--- src/rtl/lock_pkg.sv ---
`default_nettype none
// ============================================================================
// Module   : lock_pkg
// Purpose  : Definitions shared by the serial password lock and the door
//            controller: FSM state encodings, the default code length and a
//            helper that sizes the shared down-counter.
// Ports    : none (package)
// Revision : 1.0 - initial release
// ============================================================================
package lock_pkg;

    // Must match the password length of the upstream lock.
    localparam int CODE_LEN_DEFAULT = 6;

    typedef enum logic [1:0] {
        ST_LOCKED  = 2'd0,
        ST_OPEN    = 2'd1,
        ST_LOCKOUT = 2'd2
    } state_t;

    // Width of a counter that must hold max(a,b)-1; never narrower than 1 bit.
    function automatic int timer_width(input int a, input int b);
        int m;
        m = (a > b) ? a : b;
        return (m < 2) ? 1 : $clog2(m);
    endfunction

endpackage
`default_nettype wire

--- src/rtl/lock_timer.sv ---
`default_nettype none
// ============================================================================
// Module   : lock_timer
// Purpose  : Loadable down-counter that stops at zero. One instance times
//            both the door-open window and the lockout window.
// Ports    : clk      in  clock
//            reset    in  synchronous active-high reset (count -> 0)
//            load     in  load load_val this cycle (wins over decrement)
//            load_val in  WIDTH-bit value to load
//            zero     out count is zero
// Revision : 1.0 - initial release
// ============================================================================
module lock_timer #(
    parameter int WIDTH = 6
) (
    input  logic             clk,
    input  logic             reset,
    input  logic             load,
    input  logic [WIDTH-1:0] load_val,
    output logic             zero
);

    logic [WIDTH-1:0] r_count;

    always_ff @(posedge clk) begin
        if (reset) begin
            r_count <= '0;
        end else if (load) begin
            r_count <= load_val;
        end else if (r_count != '0) begin
            r_count <= r_count - WIDTH'(1);
        end
    end

    assign zero = (r_count == '0);

endmodule
`default_nettype wire

--- src/rtl/lock_door_ctrl.sv ---
`default_nettype none
// ============================================================================
// Module   : lock_door_ctrl
// Purpose  : Door actuator controller downstream of the serial password lock.
//            Opens the door for a fixed time on unlock, frames bits into
//            attempts, counts consecutive failures and enforces a timed
//            lockout after too many of them.
// Ports    : clk          in  clock
//            reset        in  synchronous active-high reset
//            bit_valid    in  lock sampled one password bit this cycle
//            unlock       in  one-cycle unlock pulse from the lock
//            manual_lock  in  close the door early (level)
//            door_open    out high while OPEN (registered)
//            lockout      out high while LOCKOUT (registered)
//            alarm        out one-cycle pulse on entry to LOCKOUT (registered)
//            fail_count   out consecutive failed attempts (registered)
// Revision : 1.0 - initial release
// ============================================================================
module lock_door_ctrl
    import lock_pkg::*;
#(
    parameter int CODE_LEN       = CODE_LEN_DEFAULT,
    parameter int OPEN_CYCLES    = 16,
    parameter int MAX_FAILS      = 3,
    parameter int LOCKOUT_CYCLES = 64
) (
    input  logic                           clk,
    input  logic                           reset,
    input  logic                           bit_valid,
    input  logic                           unlock,
    input  logic                           manual_lock,
    output logic                           door_open,
    output logic                           lockout,
    output logic                           alarm,
    output logic [$clog2(MAX_FAILS+1)-1:0] fail_count
);

    localparam int FC_W = $clog2(MAX_FAILS + 1);
    localparam int BC_W = $clog2(CODE_LEN + 1);
    localparam int TM_W = timer_width(OPEN_CYCLES, LOCKOUT_CYCLES);

    localparam logic [BC_W-1:0] c_LAST_BIT     = BC_W'(CODE_LEN - 1);
    localparam logic [FC_W-1:0] c_MAX_FAILS    = FC_W'(MAX_FAILS);
    localparam logic [TM_W-1:0] c_OPEN_LOAD    = TM_W'(OPEN_CYCLES - 1);
    localparam logic [TM_W-1:0] c_LOCKOUT_LOAD = TM_W'(LOCKOUT_CYCLES - 1);

    state_t          r_state;
    logic [BC_W-1:0] r_bit_cnt;
    logic [FC_W-1:0] r_fail_count;
    logic            r_door_open;
    logic            r_lockout;
    logic            r_alarm;

    logic            w_enter_open;
    logic            w_attempt_fail;
    logic [FC_W-1:0] w_fail_next;
    logic            w_enter_lockout;
    logic            w_tmr_load;
    logic [TM_W-1:0] w_tmr_load_val;
    logic            w_tmr_zero;

    // Unlock takes priority over a coincident final bit, so a correct code
    // arriving on the last bit is never also counted as a failure.
    assign w_enter_open    = (r_state == ST_LOCKED) && unlock;
    assign w_attempt_fail  = (r_state == ST_LOCKED) && bit_valid && !unlock &&
                             (r_bit_cnt == c_LAST_BIT);
    assign w_fail_next     = (r_fail_count == c_MAX_FAILS) ? r_fail_count
                                                           : r_fail_count + FC_W'(1);
    assign w_enter_lockout = w_attempt_fail && (w_fail_next == c_MAX_FAILS);

    assign w_tmr_load      = w_enter_open || w_enter_lockout;
    assign w_tmr_load_val  = w_enter_open ? c_OPEN_LOAD : c_LOCKOUT_LOAD;

    lock_timer #(
        .WIDTH (TM_W)
    ) u_timer (
        .clk      (clk),
        .reset    (reset),
        .load     (w_tmr_load),
        .load_val (w_tmr_load_val),
        .zero     (w_tmr_zero)
    );

    // Outputs are set on the same edge as the state change so that each one
    // reflects the state it belongs to without a decode stage.
    always_ff @(posedge clk) begin
        if (reset) begin
            r_state      <= ST_LOCKED;
            r_bit_cnt    <= '0;
            r_fail_count <= '0;
            r_door_open  <= 1'b0;
            r_lockout    <= 1'b0;
            r_alarm      <= 1'b0;
        end else begin
            r_alarm <= 1'b0;
            case (r_state)
                ST_LOCKED: begin
                    if (w_enter_open) begin
                        r_state      <= ST_OPEN;
                        r_door_open  <= 1'b1;
                        r_fail_count <= '0;
                        r_bit_cnt    <= '0;
                    end else if (w_attempt_fail) begin
                        r_bit_cnt    <= '0;
                        r_fail_count <= w_fail_next;
                        if (w_enter_lockout) begin
                            r_state   <= ST_LOCKOUT;
                            r_lockout <= 1'b1;
                            r_alarm   <= 1'b1;
                        end
                    end else if (bit_valid && (r_bit_cnt != BC_W'(CODE_LEN))) begin
                        r_bit_cnt <= r_bit_cnt + BC_W'(1);
                    end
                end
                ST_OPEN: begin
                    if (manual_lock || w_tmr_zero) begin
                        r_state     <= ST_LOCKED;
                        r_door_open <= 1'b0;
                        r_bit_cnt   <= '0;
                    end
                end
                ST_LOCKOUT: begin
                    if (w_tmr_zero) begin
                        r_state      <= ST_LOCKED;
                        r_lockout    <= 1'b0;
                        r_fail_count <= '0;
                        r_bit_cnt    <= '0;
                    end
                end
                default: begin
                    r_state     <= ST_LOCKED;
                    r_door_open <= 1'b0;
                    r_lockout   <= 1'b0;
                    r_bit_cnt   <= '0;
                end
            endcase
        end
    end

    assign door_open  = r_door_open;
    assign lockout    = r_lockout;
    assign alarm      = r_alarm;
    assign fail_count = r_fail_count;

endmodule
`default_nettype wire
--- config.mk ---
export PLATFORM = sky130hd
export DESIGN_NAME = lock_door_ctrl
export DESIGN_NICKNAME = d
export VERILOG_FILES = /design/src/rtl/lock_pkg.sv /design/src/rtl/lock_timer.sv /design/src/rtl/lock_door_ctrl.sv
export SDC_FILE = /design/constraint.sdc
export NUM_CORES = 1
export LEC_CHECK = 0
export BUFFER_PORTS_ARGS = -buffer_cell sky130_fd_sc_hd__buf_2
export CAP_MARGIN = 15
export CORE_ASPECT_RATIO = 0.9
export CORE_MARGIN = 1
export CORE_UTILIZATION = 30
export CTS_BUF_LIST = sky130_fd_sc_hd__clkbuf_4 sky130_fd_sc_hd__clkbuf_8
export DETAILED_ROUTE_END_ITERATION = 16
export GPL_TIMING_DRIVEN = 0
export PLACE_DENSITY = 0.57
export RECOVER_POWER = 25
export SLEW_MARGIN = 10
export SYNTH_ARGS = -nofsm -noshare
export SYNTH_HDL_FRONTEND = slang
export SYNTH_SLANG_ARGS = --single-unit
--- constraint.sdc ---
create_clock -name clk -period 3.85 [get_ports clk]
set_clock_uncertainty 0.2 [all_clocks]
set_input_delay 0.5775 -clock clk [delete_from_list [all_inputs] [get_ports clk]]
set_output_delay 0.5775 -clock clk [all_outputs]
set_load 0.01 [all_outputs]
# Word level (Yosys, flattened, before mapping)
# Cells that the tools add are included.
dict set report totals {
  romBits 0
  output_inout_bits 5
  ff_bits 16
  ram_bits 0
  n_memories 0
  latchBits 0
}
dict set report op_classes {
  bitwise 4
  muxes 28
  mul 0
  div 0
  addsub 3
  magnitude_cmp 0
  eq_ne 15
  shifts 0
  n_reduce_logical 20
}
# operator count
set op_table {}
lappend op_table {{$mux 6} 3}
lappend op_table {{$mux 2} 8}
lappend op_table {{$mux 3} 5}
lappend op_table {{$ne 2x2->1 const B} 6}
lappend op_table {{$ne 3x3->1 const B} 3}
lappend op_table {{$pmux 3 s3} 1}
lappend op_table {{$reduce_and 3->1} 3}
lappend op_table {{$mux 1} 7}
lappend op_table {{$eq 2x2->1 const B} 3}
lappend op_table {{$logic_and 1x1->1} 6}
lappend op_table {{$logic_not 6->1} 1}
lappend op_table {{$pmux 1 s3} 2}
lappend op_table {{$pmux 2 s3} 1}
lappend op_table {{$reduce_bool 6->1} 1}
lappend op_table {{$sub 6x1->6 const B} 1}
lappend op_table {{$reduce_and 5->1} 1}
lappend op_table {{$ne 4x3->1 const B} 1}
lappend op_table {{$not 1->1} 4}
lappend op_table {{$pmux 2 s2} 1}
lappend op_table {{$reduce_and 4->1} 1}
lappend op_table {{$reduce_bool 2->1} 2}
lappend op_table {{$reduce_or 4->1} 1}
lappend op_table {{$add 3x1->3 const B} 1}
lappend op_table {{$eq 3x3->1 const B} 1}
lappend op_table {{other kinds (5)} 6}

# Longest topological paths before layout
# Gate-level depths: netlist of run 1.
dict set report logic_depth {
  depth_word 9
  mapped_depth 6
  depth_no_buf 6
}

# Hierarchy
# Synthesis of run 1 repeated with hierarchy kept, for this count alone.
dict set report hier_totals {
  hier_cells 110
  area_unflattened_um2 958.4
}
# mod n_inst cells_each area_each_um2
set by_module_without_submodules {}
lappend by_module_without_submodules {lock_door_ctrl 1 64 563.0}
lappend by_module_without_submodules {lock_timer 1 46 395.4}

# Least setup slack after synthesis of run 1
# No wires, ideal clock.
dict set report synth_timing {
  path_kind {register to register}
  start {register u_timer.r_count[0]}
  end {register r_fail_count[0], in the netlist fail_count[0]}
  stages_incl_launch_ff 7
  setup_ps 115
  t_arrival_ps 1402
  slack_ps 2132
  path_cell_list {dfxtp_1 > inv_1 > ha_1 > or4b_4 > o21ai_2 > and4_1 > nor3_2}
}
dict set report synth_via {
  elab_chain_len 3
}
# item line_no
set synth_rtl {}
lappend synth_rtl {{start, declared} lock_timer.sv:23} ;# logic [WIDTH-1:0] r_count;
lappend synth_rtl {{start signal, assigned} lock_timer.sv:29} ;# r_count <= load_val;
lappend synth_rtl {{start signal, assigned} lock_timer.sv:31} ;# r_count <= r_count - WIDTH'(1);
lappend synth_rtl {{$logic_not 6->1} lock_timer.sv:35} ;# assign zero = (r_count == '0);
lappend synth_rtl {{$ne 2x2->1 (no source line)} -}
lappend synth_rtl {{$reduce_and 3->1 (no source line)} -}
lappend synth_rtl {{end signal, assigned} lock_door_ctrl.sv:105} ;# r_fail_count <= w_fail_next;
lappend synth_rtl {{end, declared} lock_door_ctrl.sv:49} ;# logic [FC_W-1:0] r_fail_count;
# Every way passes these cells.
# A chain may end at the register's enable or synchronous reset.

# Worst setup path after layout of run 1
dict set report layout_timing {
  start {register r_bit_cnt[0]}
  end {register r_bit_cnt[0]}
}
dict set report layout_via {
  elab_chain_len 5
}
# item line_no
set layout_rtl {}
lappend layout_rtl {{start, declared} lock_door_ctrl.sv:48} ;# logic [BC_W-1:0] r_bit_cnt;
lappend layout_rtl {{start signal, assigned} lock_door_ctrl.sv:112} ;# r_bit_cnt <= r_bit_cnt + BC_W'(1);
lappend layout_rtl {{$add 3x1->3 / $eq 3x3->1 (equally long branches)} {lock_door_ctrl.sv:112, lock_door_ctrl.sv:66}}
lappend layout_rtl {{$mux 3 / $logic_and 1x1->1 (equally long branches)} {lock_door_ctrl.sv:111, lock_door_ctrl.sv:65}}
lappend layout_rtl {{$mux 3} lock_door_ctrl.sv:103} ;# end else if (w_attempt_fail) begin
lappend layout_rtl {{$mux 3} lock_door_ctrl.sv:98} ;# if (w_enter_open) begin
lappend layout_rtl {{$pmux 3 s3} lock_door_ctrl.sv:96} ;# case (r_state)
# Several ways; a longest one is shown, not always the timed one. The select of a mux whose other input is x is not followed.

==> run summary, run 1 <==
DR WL/cell: 12.2 µm
Vias: 767
WP data required: 3.82 ns
Seq cells post-synth: 16
Initial antenna violation count: 0
Async SR Flop Fraction: 0%
First-pass GRT wire length: 3060 µm
Clk pwr share: 28.8%
Worst slew pin tran: 0.526 ns
Setup WS post-layout: 1.95 ns
Row Count: 18
Post-Syn Nets: 109
Worst reg2reg path startpoint: r_bit_cnt[0]
Crit path capture type: flop
Synth Flop Type: dfxtp_1
Worst-path clk slew: 0.10 ns
Antenna viol nets, final: 0
Final setup vio count: 0
Pre-CTS WS: 1.93 ns
Initial DRC Count: 18
Final Max Slew Viols: 0
GP Congestion: 0.742
Post-synthesis instance total: 100
Arr. time, crit path: 1.88 ns
Max transition margin: 64.6%
Total grt overflow: 0
FF-to-FF End: r_bit_cnt[0]
N_diodes: 0
Largest net degree at the start of global routing: 11
Worst Setup EP: r_bit_cnt[0]
Number of synthesized flops with an enable pin: 0
# Max-Cap Violations: 0
Pwr Density: 403 nW/µm²
Post-synthesis sequential area ratio: 37.1%
Synth Warn #: 0
Pint: 0.279 mW
Count of input and output buffers: 9
Initial Util: 31.4%
RSZ-0062 raised after global routing: no
Multi-input gate area: 494 µm²
DRT Wirelength: 1860 µm
Crit. Startpoint: r_bit_cnt[0]
P_sw: 0.120 mW
H-Tree Depth: 1
Nets: 123
CTS Buf Count: 3
Final std cells w/o fill: 153
Min-delay worst type: flop to flop
Syn Area/Cell: 8.63 µm²
Worst-path maximum fanout: 4
Status: finished, final reports clean
DR pass1 iterations: 4
Post-CTS Hold Buffers: 0
P&R area growth vs syn: 14.6%
Post-CTS Resized: 0
Detail Placement HPWL: 1410 µm
Fillers: 303
Ports: 10
Die ar.: 3100 µm²
Synth cell types: 36
Vias in the first global route: 734
Fin crit period: 1.90 ns
Final Cycle Share: 49.5%
Peak supply drop: 0.219 mV
Worst Setup Path Type: flop to flop
Final hold vios: 0
Total track usage: 13.5%
Mapped Area: 863 µm²
Final hold slack: 0.289 ns
Dpl cells: 149
Die Span Y: 52.9 µm
Setup repair bufs after CTS: 0
Sequential Area: 320 µm²
Clock Tree Buf Depth: 2
Total negative slack: 0 ns
Vias per cell: 5.01
Switching Share: 30.1%
Pleak: 0.363 nW
Fmax achieved: 525 MHz
Sequential group share of total power: 48.2%
R2r setup slk: 1.95 ns
Layout cells sized above 1: 16.8%
Core Area: 2750 µm²
Skew-Pair Late Insertion Delay: 0.30 ns
Clock Sinks: 16
Logic pwr share: 23.1%
TritonCTS clock tree: done
Startpoint types: flop
Post-route total power: 0.399 mW
DRC Markers: 0
CTS root buf: clkbuf_4
Reg2Reg Depth: 6
Chip Width: 58.5 µm
==> routing by layer <==
metal,global-route usage (%),vias to the layer above,part of all wire (%)
met1,15.2,363,45
li1,-,382,-
met4,7.94,0,2.1
met3,2.69,5,4.1
met5,0,-,0
met2,23.6,17,49
==> through the flow <==
stage	instance area [µm²]	utilization [%]
finish	990	36.0
global route	990	36.0
global placement	958	34.9
CTS	995	36.2
detailed placement	958	34.9
floorplan	863	-
==> sequential cells by signal, summed over array words and instances (netlist names) <==
register         cells
alarm                1
door_open            1
fail_count           2
lockout              1
r_bit_cnt            3
r_state              2
u_timer.r_count      6
==> placed cells by master, fill, tap and decap left out, drive strengths merged, types with 2 or more instances in the layout <==
cell	count
a21oi	14
a31oi	5
buf	7
clkbuf	9
dfxtp	16
ha	4
inv	7
mux2i	2
nand2	8
nand3	3
nor2	7
nor3	4
o21ai	8
or2b	2
==> area by class of cell <==
type | instances | area share [%]
Buffer | 3 | 2.28
Clock buffer | 4 | 3.67
Inverter | 7 | 2.65
Multi-Input combinational cell | 74 | 49.9
Sequential cell | 16 | 32.4
Tap cell | 40 | 5.06
Timing Repair Buffer | 9 | 4.05
==> critical path, stage by stage (launching register included) <==
cell and delay, ns:
dfxtp_1 0.39, inv_1 0.07, ha_1 0.20, a21boi_0 0.41, and3b_1 0.24, o21ai_0 0.17, a21oi_1 0.10
==> synthesized netlist by cell type, types with 2 or more instances <==
master,instances,area share (%)
or2b_1,2,1.7
inv_1,7,3.0
a31oi_1,5,3.6
o21ai_0,6,3.5
nor2_1,7,3.0
dfxtp_1,16,37
mux2i_1,2,2.3
a21oi_1,14,8.1
nor3_1,2,1.2
ha_1,4,5.8
nand2_1,8,3.5
nand3_1,3,1.7
==> power groups by stage <==
stage               sequential (mW)  combinational, mW  clock (mW)
finish                        0.192             0.0920       0.115
global route                  0.194              0.103       0.125
CTS                           0.192             0.0926       0.116
detailed placement            0.196             0.0919           0
global placement              0.195             0.0899           0
floorplan                     0.194             0.0717           0
==> kinds of logic (layout without fill, tap and decap cells) <==
kind of cell | Yosys count | count (layout) | synth area share (%)
AND/OR/NAND/NOR | 35 | 35 | 26.2
AO/OA/AOI/OAI | 32 | 32 | 21.9
flip-flops | 16 | 16 | 37.1
buffers and inverters | 10 | 23 | 5.65
adder cells (fa/ha/maj) | 4 | 4 | 5.80
multiplexers | 2 | 2 | 2.32
XOR/XNOR | 1 | 1 | 1.01
==> worst min-delay path by stage <==
stage	start	endpoint	slack (ns)	cells past startpoint
2_1_floorplan	r_bit_cnt[2]	r_bit_cnt[2]	0.25	1
3_3_place_gp	lockout	lockout	0.27	2
3_5_place_dp	lockout	lockout	0.27	2
4_1_cts	lockout	lockout	0.29	2
5_1_grt	reset	r_bit_cnt[2]	0.28	2
6_report	lockout	lockout	0.29	2
Note: power is estimated with default switching activity, not from simulation.
==> run 2, diff against run 1 <==
==> constraint.sdc (replaced) <==
create_clock -name clk -period 1.8 [get_ports clk]
set_clock_uncertainty 0.2 [all_clocks]
set_input_delay 0.27 -clock clk [delete_from_list [all_inputs] [get_ports clk]]
set_output_delay 0.27 -clock clk [all_outputs]
set_load 0.01 [all_outputs]
==> run 2 against run 1 <==
  * Setup slack got worse by 1.9 ns
  * Routed wire length up 4.6%
  * Count of clock-buffer cells in the layout unchanged
  * Final cell count rose by 2.0%
  * Via count grew 1.4%
  * Critical path type unchanged
  * Largest cell class unchanged
  * Highest routed layer unchanged
==> run summary, run 2 (same netlist as run 1, synthesis figures left out) <==
Fmax achieved: 561 MHz (+6.8%)
R2r setup slk: 0.02 ns (-1.93 ns)
DR WL/cell: 12.5 µm (+2.6%)
Startpoint types: flop
# Max-Cap Violations: 0 (unchanged)
First-pass GRT wire length: 3130 µm (+2.3%)
Fin crit period: 1.78 ns (-0.121 ns)
Min-delay worst type: input port to flop
Die ar.: 3100 µm² (unchanged)
Reg with most FFs: u_timer.r_count
Total grt overflow: 0 (unchanged)
Vias in the first global route: 744 (+1.4%)
Vias: 778 (+1.4%)
Final setup vio count: 0 (unchanged)
Nets: 126 (+2.4%)
Largest net degree at the start of global routing: 11 (unchanged)
Pleak: 0.379 nW (+4.5%)
Finished Core Util: 37.9% (+1.9 points)
Clock Sinks: 16 (unchanged)
Fillers: 296 (-2.3%)
Reg2Reg Depth: 6 (unchanged)
Worst Setup Path Type: flop to flop
Clk pwr share: 27.3% (-1.5 points)
Ports: 10 (unchanged)
Status: finished, final reports clean
Vias per cell: 4.99 (-0.52%)
Final Cycle Share: 99.1% (+50 points)
Peak supply drop: 0.448 mV (+100%)
Top flop regs: u_timer.r_count (6), r_bit_cnt (3)
Worst-path clk slew: 0.09 ns (about the same)
Die Span Y: 52.9 µm (unchanged)
Worst reg2reg path startpoint: u_timer.r_count[0]
Arr. time, crit path: 1.78 ns (-0.10 ns)
N_diodes: 0 (unchanged)
Total track usage: 13.8% (+0.37 points)
Antenna viol nets, final: 0 (unchanged)
Crit path capture type: flop
Number of flip-flops in the largest register: 6 (unchanged)
FF-to-FF End: fail_count[0]
Core Area: 2750 µm² (unchanged)
Final Max Slew Viols: 0 (unchanged)
Chip Width: 58.5 µm (unchanged)
RSZ-0062 raised after global routing: yes
P&R area growth vs syn: 20.7%
Initial DRC Count: 21 (+3)
DRT Wirelength: 1950 µm (+4.6%)
Logic pwr share: 26.0% (+2.9 points)
Most common cell after layout, fill and taps aside: a21oi_1
DR pass1 iterations: 4 (unchanged)
Hold Startpoint: manual_lock
WP data required: 1.80 ns (-2.02 ns)
Pre-CTS WS: -0.0789 ns (-2.00 ns)
Initial antenna violation count: 0 (unchanged)
Setup WS post-layout: 0.0166 ns (-1.93 ns)
Row Count: 18 (unchanged)
Max transition margin: 69.0% (+4.5 points)
Initial Util: 31.4% (unchanged)
CTS root buf: clkbuf_4
Worst-path maximum fanout: 4 (unchanged)
Detail Placement HPWL: 1410 µm (unchanged)
Skew-Pair Late Insertion Delay: 0.29 ns (about the same)
Most frequent cells in the layout: a21oi_1, dfxtp_1, nand2_1
P_sw: 0.269 mW (+120%)
Clock Tree Buf Depth: 2 (unchanged)
TritonCTS clock tree: done
Sequential group share of total power: 46.8% (-1.4 points)
Switching Share: 30.3% (+0.18 points)
GP Congestion: 0.742 (unchanged)
Worst Hold End: door_open
Pint: 0.620 mW (+120%)
Layout cells sized above 1: 24.1% (+7.3 points)
H-Tree Depth: 1 (unchanged)
Count of input and output buffers: 9 (unchanged)
Pwr Density: 853 nW/µm² (+110%)
Worst slew pin tran: 0.464 ns (-0.0615 ns)
CTS Buf Count: 3 (unchanged)
Hold path cells: 4 (+2)
Final hold vios: 0 (unchanged)
DRC Markers: 0 (unchanged)
run 2: power groups by stage:
stage                     logic [mW]  registers [mW]  clock network, mW
after floorplan                0.153           0.415                  0
after global routing           0.258           0.420              0.268
after detailed placement       0.197           0.419                  0
final                          0.231           0.416              0.242
after CTS                      0.213           0.414              0.249
after global placement         0.192           0.417                  0
run 2: layout make-up:
type,count,area (µm²),area share (%)
multi-input combinational,74,518,49.7
sequential,16,324,31.1
timing repair buffer,12,65.1,6.24
tap,40,50.0,4.80
clock buffer,4,36.3,3.48
inverter,7,26.3,2.52
buffer,3,22.5,2.16
run 2: worst max path at each step:
stage	from	endpoint	slack [ns]	depth (start not counted)
2_1_floorplan	u_timer.r_count[0]	fail_count[0]	0.08	6
3_3_place_gp	u_timer.r_count[0]	fail_count[0]	-0.009	6
3_5_place_dp	r_bit_cnt[0]	r_bit_cnt[0]	-0.08	6
4_1_cts	u_timer.r_count[1]	fail_count[0]	0.006	6
5_1_grt	u_timer.r_count[0]	fail_count[0]	-0.03	6
6_report	u_timer.r_count[0]	fail_count[0]	0.02	6
run 2: per-layer routing:
metal  up-vias  wire length, µm  global-route usage (%)
met1       369              855                    15.7
met2        14              979                    23.8
met3         5               75                    2.93
met5         -                0                       0
li1        390                -                       -
met4         0               40                    8.73
run 2: through the flow:
| step | std cells | TNS, ns | hold slack (ns) | total power, mW | cell area [µm²] |
|---|---|---|---|---|---|
| global placement | 149 | -0.00925 | 0.266 | 0.609 | 958 |
| floorplan | 100 | 0 | 0.143 | 0.568 | 863 |
| CTS | 154 | 0 | 0.0843 | 0.875 | 1030 |
| detailed placement | 149 | -0.197 | 0.272 | 0.616 | 958 |
| global route | 156 | -0.0511 | 0.109 | 0.946 | 1040 |
| finish | 156 | 0 | 0.0889 | 0.889 | 1040 |
run 2: worst max-delay path, cell delays in order (launching register included):
cell,delay (ns)
dfxtp_2,0.35
inv_2,0.07
ha_4,0.14
or4b_4,0.49
o21ai_4,0.17
and4_1,0.22
nor3_2,0.05
run 2: repair_timing:
action                     CTS  global route
setup endpoints to repair    4             9
cloned                       0             0
hold buffers                 1             0
resized for setup            7             4
setup buffers                0             2
hold endpoints to repair     2             0
pin swaps                    3             5
